<file path="src/rtl/mem_access_unit.sv">
// rtl/mem_access_unit.sv - load/store sequencer for the 32-bit little-endian data memory port
// Optional alignment checking is enabled by defining MEM_ACCESS_ALIGN_CHECK_EN.
module mem_access_unit #(
  parameter int MEM_ADDR_BITS = 16
) (
  input  logic        clk,
  input  logic        reset,
  input  logic        req_valid,
  output logic        req_ready,
  input  logic        req_write,
  input  logic [1:0]  req_size,
  input  logic        req_unsigned,
  input  logic [31:0] req_address,
  input  logic [31:0] req_wdata,
  output logic        resp_valid,
  output logic [31:0] resp_data,
  output logic        resp_error,
  output logic [31:0] mem_address,
  output logic        mem_write,
  output logic [31:0] mem_write_data,
  input  logic [31:0] mem_read_data
);

  typedef enum logic [1:0] {
    IDLE  = 2'd0,
    READ  = 2'd1,
    WRITE = 2'd2,
    RESP  = 2'd3
  } state_t;

  localparam logic [1:0] SIZE_BYTE = 2'b00;
  localparam logic [1:0] SIZE_HALF = 2'b01;
  localparam logic [1:0] SIZE_WORD = 2'b10;

  state_t                   state_q, state_d;
  logic                     write_q, write_d;
  logic [1:0]               size_q, size_d;
  logic                     unsigned_q, unsigned_d;
  logic [MEM_ADDR_BITS-1:0] addr_q, addr_d;
  logic [31:0]              wdata_q, wdata_d;
  logic [31:0]              old_q, old_d;
  logic                     error_q, error_d;

  logic        misaligned;
  logic [31:0] addr_ext;
  logic        sign_fill;
  logic        unused_addr_bits;

  assign unused_addr_bits = ^req_address[31:MEM_ADDR_BITS];

`ifdef MEM_ACCESS_ALIGN_CHECK_EN
  assign misaligned = ((req_size == SIZE_HALF) && req_address[0]) ||
                      ((req_size == SIZE_WORD) && (req_address[1:0] != 2'b00));
`else
  assign misaligned = 1'b0;
`endif

  always_comb begin
    addr_ext = '0;
    addr_ext[MEM_ADDR_BITS-1:0] = addr_q;
  end

  always_ff @(posedge clk or posedge reset) begin
    if (reset) begin
      state_q    <= IDLE;
      write_q    <= 1'b0;
      size_q     <= 2'b00;
      unsigned_q <= 1'b0;
      addr_q     <= '0;
      wdata_q    <= '0;
      old_q      <= '0;
      error_q    <= 1'b0;
    end else begin
      state_q    <= state_d;
      write_q    <= write_d;
      size_q     <= size_d;
      unsigned_q <= unsigned_d;
      addr_q     <= addr_d;
      wdata_q    <= wdata_d;
      old_q      <= old_d;
      error_q    <= error_d;
    end
  end

  always_comb begin
    state_d    = state_q;
    write_d    = write_q;
    size_d     = size_q;
    unsigned_d = unsigned_q;
    addr_d     = addr_q;
    wdata_d    = wdata_q;
    old_d      = old_q;
    error_d    = error_q;
    case (state_q)
      IDLE: begin
        if (req_valid) begin
          write_d    = req_write;
          size_d     = req_size;
          unsigned_d = req_unsigned;
          addr_d     = req_address[MEM_ADDR_BITS-1:0];
          wdata_d    = req_wdata;
          error_d    = 1'b0;
          if ((req_size == 2'b11) || misaligned) begin
            error_d = 1'b1;
            state_d = RESP;
          end else if (req_write && (req_size == SIZE_WORD)) begin
            state_d = WRITE;
          end else begin
            state_d = READ;
          end
        end
      end
      READ: begin
        old_d   = mem_read_data;
        state_d = write_q ? WRITE : RESP;
      end
      WRITE:   state_d = RESP;
      default: state_d = IDLE;
    endcase
  end

  assign sign_fill = ~unsigned_q & ((size_q == SIZE_BYTE) ? old_q[7] : old_q[15]);

  // Outputs decode from state alone so reset clears them (mem_write in particular) at once.
  always_comb begin
    req_ready      = 1'b0;
    resp_valid     = 1'b0;
    resp_data      = '0;
    resp_error     = 1'b0;
    mem_address    = '0;
    mem_write      = 1'b0;
    mem_write_data = '0;
    case (state_q)
      IDLE: req_ready = 1'b1;
      READ: mem_address = addr_ext;
      WRITE: begin
        mem_address = addr_ext;
        mem_write   = 1'b1;
        case (size_q)
          SIZE_BYTE: mem_write_data = {old_q[31:8], wdata_q[7:0]};
          SIZE_HALF: mem_write_data = {old_q[31:16], wdata_q[15:0]};
          default:   mem_write_data = wdata_q;
        endcase
      end
      default: begin
        resp_valid = 1'b1;
        resp_error = error_q;
        if (!error_q && !write_q) begin
          case (size_q)
            SIZE_BYTE: resp_data = {{24{sign_fill}}, old_q[7:0]};
            SIZE_HALF: resp_data = {{16{sign_fill}}, old_q[15:0]};
            default:   resp_data = old_q;
          endcase
        end
      end
    endcase
  end

endmodule

</file>
<file path="config.mk">
export PLATFORM = sky130hd
export DESIGN_NAME = mem_access_unit
export DESIGN_NICKNAME = d
export VERILOG_FILES = /design/src/rtl/mem_access_unit.sv
export SDC_FILE = /design/constraint.sdc
export NUM_CORES = 1
export LEC_CHECK = 0
export CAP_MARGIN = 20
export CORE_MARGIN = 4
export CORE_UTILIZATION = 46
export CTS_BUF_LIST = sky130_fd_sc_hd__clkbuf_8
export CTS_CLUSTER_SIZE = 8
export DETAILED_ROUTE_END_ITERATION = 16
export PLACE_DENSITY_LB_ADDON = 0.15
export SYNTH_ARGS = -nofsm -noshare
export SYNTH_HDL_FRONTEND = slang
export SYNTH_SLANG_ARGS = --single-unit
</file>
<file path="constraint.sdc">
create_clock -name clk -period 9 [get_ports clk]
set_input_delay 2.7 -clock clk [delete_from_list [all_inputs] [get_ports clk]]
set_output_delay 2.7 -clock clk [all_outputs]
set_load 0.01 [all_outputs]
</file>
== Word level (Yosys, flattened, before mapping) ==
Cells that the tools add are included.
Cells by class
  multiplexer cells: 17
  multiply operators: 0
  bitwise logic cells: 2
  divide/modulo/power cells: 0
  reductions and logical operators: 9
  shifts and indexed selects: 0
  $add $sub $neg: 0
  equal/unequal tests: 6
  $lt $le $gt $ge: 0
Operators with widths (number)
  $pmux W32 S2: 2
  $mux W32: 3
  $mux W16: 1
  $mux W1: 7
  $eq A2 B2 Y1 const B: 3
  $mux W2: 3
  $pmux W2 S3: 1
  $eq A2 B1 Y1 const B: 2
  $logic_not A2 Y1: 2
  $reduce_or A3 Y1: 1
  $logic_and A1 B1 Y1: 2
  $logic_not A1 Y1: 2
  $ne A2 B2 Y1 const B: 1
  $reduce_and A2 Y1: 1
  $reduce_or A2 Y1: 1
  $and A1 B1 Y1: 1
  $not A1 Y1: 1
Word-level totals
  latch bits: 0
  RAM bits: 0
  register bits: 87
  memories: 0
  memory bits (read-only): 0
  logic and storage cells: 42

== Depth between registers and ports, before layout ==
  word-level depth: 6
  depth in mapped cells: 6

== Worst setup path after synthesis ==
Ideal clock, no wire load.
  path kind: register to output
  start: register state_q[0]
  end: output resp_data[21]
  required time: 6300 ps
  setup slack: 4821 ps
  data arrival time: 1479 ps
  path buffers: 1
  stages on the path, launching flop included: 6
  path through: dfrtp_1 > ha_1 > nor3b_4 > o211ai_4 > buf_6 > a21oi_2
Between the ends
  cells in the longest elaborated chain, start to end: 3
  elaborated cells between the ends (all ways): 5
  those cells by class: eq/ne (2); mux (1); reduce/logical (2)
Ends and longest elaborated chain
  from (decl): RTL line 35  | state_t state_q, state_d;
  from (signal assigned): RTL line 74  | state_q <= state_d;
  $eq A2 B2 Y1 (tied with other cells): RTL line 133  | case (state_q)
  $reduce_or A3 Y1 (no source line) *
  $mux W32 *: RTL line 133
  to (decl): RTL line 16  | output logic [31:0] resp_data,
Mark *: on every way between the ends. The rest lies on a longest branch, timed or not.

== Worst setup path in the final report ==
  start: register size_q[1]
  end: output mem_write_data[15]
Between the ends
  cells in the longest elaborated chain, start to end: 3
  elaborated cells between the ends (all ways): 4
  those cells by class: eq/ne (1); mux (2); reduce/logical (1)
Ends and longest elaborated chain
  from (decl): RTL line 37  | logic [1:0] size_q, size_d;
  from (signal assigned): RTL line 76  | size_q <= size_d;
  $eq A2 B1 Y1 / $logic_not A2 Y1 (equally long branches): RTL line 139  | case (size_q)
  $pmux W32 S2 *: RTL line 139
  $mux W32 *: RTL line 133
  to (decl): RTL line 20  | output logic [31:0] mem_write_data,
Marked as above.

==> flow_summary.yaml <==
synth:
  synth_seq_cells: 87
  yosys_warnings: 0
  syn_area_sq_um: 4410
  synth_area_leaders: "dfrtp_1 (49%), mux2_2 (18%), and2_1 (4.7%)"
  postSynthCellCount: 399
  yosysTopAreaCell: "dfrtp_1"
  ys_async_sr_fraction: 1.00
  synth_flop_cell: "dfrtp_1"
  ys_seq_area_frac: 0.493
  avgSynthCellArea_sq_um: 11.1
  synth-edff-count: 0
  synth_top_area_frac: 0.493
  yosysUniqueCellTypes: 30
layout:
  fin_cells: 695
  areaGrowthSynthToFinish_pct: 44.5
  antenna_cells: 0
  postLayoutCoreUtil: 0.687
  layout-drive-gt1-share: 0.189
  finish.net_count: 669
  n_fill_cell: 726
cts:
  cts_buffer_depth: 2
  cts-root-buf: "clkbuf_8"
  post-cts-setup-buffers: 0
  cts_inserted_buffers: 9
  insertion_delay_ns: 0.35
  cts_tree: "done"
  cts.sinks: 87
  hold_buffers: 0
  cts-htree-levels: 3
  path_clk_slew_ns: 0.08
  cts_resized: 0
outcome:
  status: "completed"
floorplan:
  fp.dieW_microns: 106
  initial_core_util: 0.475
  fp-row-count: 35
  die_area_sq_um: 11200
  ioPinCount: 203
  core_area_sq_um: 9280
  die_h_microns: 106
critical_path:
  crit_fanout: 38
  worstSetupStartpointType: "register"
  worst_ep_arrival_time_ns: 2.75
  worstPathRequired_ns: 6.30
  cp-end-kind: "output pin"
  worst-setup-path-type: "reg2out"
drt:
  drt-pass1-iter-count: 6
  avgRoutedWirePerCell_microns: 15.9
  via_per_inst: 4.88
  vias: 3392
  drt_wl_total_mm: 11.0
  drc: 0
  detail-route-antenna-nets: 0
  initialDrtViolationCount: 94
sta:
  rsz0062_at_grt: "false"
  max_freq_mhz: 184
  hold_viol: 0
  slew_viol_final: 0
  finalCritPeriodShare: 0.605
  worstMarginPinSlew_ns: 0.994
  whs_ns: 0.504
  fin_skew_ns: 0.0138
  fin_crit_ns: 5.45
  setup_viol: 0
  tns_ns: 0
  relSlewSlack: 0.337
global_route:
  grt-ovfl-total: 0
  grt_pass1_wl_mm: 17.9
  grt_start_max_net_pins: 49
  grt_antenna_before_repair: 0
  grt_pass1_vias: 3501
  track_usage: 0.200
job:
  cap_violations: 0
placed_design:
  dp_hpwl_mm: 7.91
  placed_cells: 680
  io_buffers: 170
  gp_congestion: 0.797
power:
  power.density_nw_per_um2: 326
  total_leakage_power_uw: 0.00266
  power_uw: 2080
  peakVddDrop_mv: 0.221
worst_hold_path:
  hold_class: "reg2reg"
## layout by cell type, fill, tap and decap left out, types with 2 or more instances in the layout
master	count
clkdlybuf4s50_1	170
dfrtp_1	86
mux2_2	69
nand2_1	44
and2_1	33
inv_1	21
o21ai_0	20
mux2i_1	16
nor2b_1	16
conb_1	16
a21oi_1	14
clkbuf_8	11
a21oi_2	10
a21boi_0	8
nand2b_1	4
nor2_1	4
ha_1	3
clkinv_4	2
buf_4	2
## where the power goes
part	total, uW	internal [uW]	switching (uW)
clock	282	143	139
combinational	1060	601	457
sequential	736	591	144
## layer usage
metal	track usage	part of all wire
met4	0.0444	0.012
met1	0.251	0.42
met3	0.0716	0.071
met5	0	0
met2	0.332	0.50
## layout make-up
| cell class | instances | area, sq um | share of cell area |
|---|---|---|---|
| Multi-Input combinational cell | 268 | 1990 | 0.311 |
| Sequential cell | 87 | 2180 | 0.342 |
| Clock buffer | 11 | 151 | 0.0237 |
| Clock inverter | 4 | 55.1 | 0.00864 |
| Timing Repair Buffer | 174 | 1760 | 0.276 |
| Tap cell | 129 | 161 | 0.0253 |
| Inverter | 22 | 83.8 | 0.0132 |
## state kept, by name (all words and copies together) (netlist names)
name        count
error_q         1
wdata_q        32
addr_q         16
unsigned_q      1
state_q         2
old_q          32
size_q          2
write_q         1
## Yosys cell counts (7+ instances only)
| cell type | instances |
|---|---|
| mux2i_1 | 16 |
| clkbuf_1 | 7 |
| dfrtp_1 | 87 |
| a21oi_1 | 14 |
| and2_1 | 33 |
| nor2b_1 | 16 |
| a21boi_0 | 8 |
| mux2_2 | 69 |
| o21ai_0 | 20 |
| nand2_1 | 44 |
| buf_2 | 11 |
| buf_4 | 17 |
| a21oi_2 | 10 |
| inv_1 | 22 |
## stage by stage
step | worst slack [ns] | area, sq um
2_1_floorplan | 4.05 | 4470
3_3_place_gp | 3.95 | 6130
3_5_place_dp | 3.93 | 6170
4_1_cts | 3.51 | 6370
5_1_grt | 3.38 | 6370
6_report | 3.55 | 6370
## path summary, 6_finish.rpt
kind	startpoint	end	slack (ns)	depth (start not counted)
max in group asynchronous	reset	wdata_q[11]$_DFFE_PP0P_	5.53	4
setup reg to reg	state_q[0]$_DFFE_PP0P_	wdata_q[15]$_DFFE_PP0P_	6.68	5
hold / removal	wdata_q[6]$_DFFE_PP0P_	wdata_q[6]$_DFFE_PP0P_	0.50	1
hold reg to reg	wdata_q[6]$_DFFE_PP0P_	wdata_q[6]$_DFFE_PP0P_	0.50	1
setup / recovery	size_q[1]$_DFFE_PP0P_	mem_write_data[15]	3.55	4
min in group asynchronous	reset	addr_q[4]$_DFFE_PP0P_	2.82	3
## worst max-delay path, stage by stage, from the launching register on
cell and delay [ns]:
dfrtp_2 1.03, or2_2 0.44, nand2_1 0.09, a21boi_0 0.23, clkdlybuf4s50_1 0.60
## cells by family (layout without fill, tap and decap cells)
kind of cell,Yosys count,count (layout),synth area share
buf+inv,59,211,0.0698
mux,85,85,0.212
flops,87,87,0.493
compound gates,56,56,0.0831
simple gates,107,107,0.129
other cells,1,16,0.000850
fa+ha+maj,4,4,0.0113
Note: power is estimated with default switching activity, not from simulation.
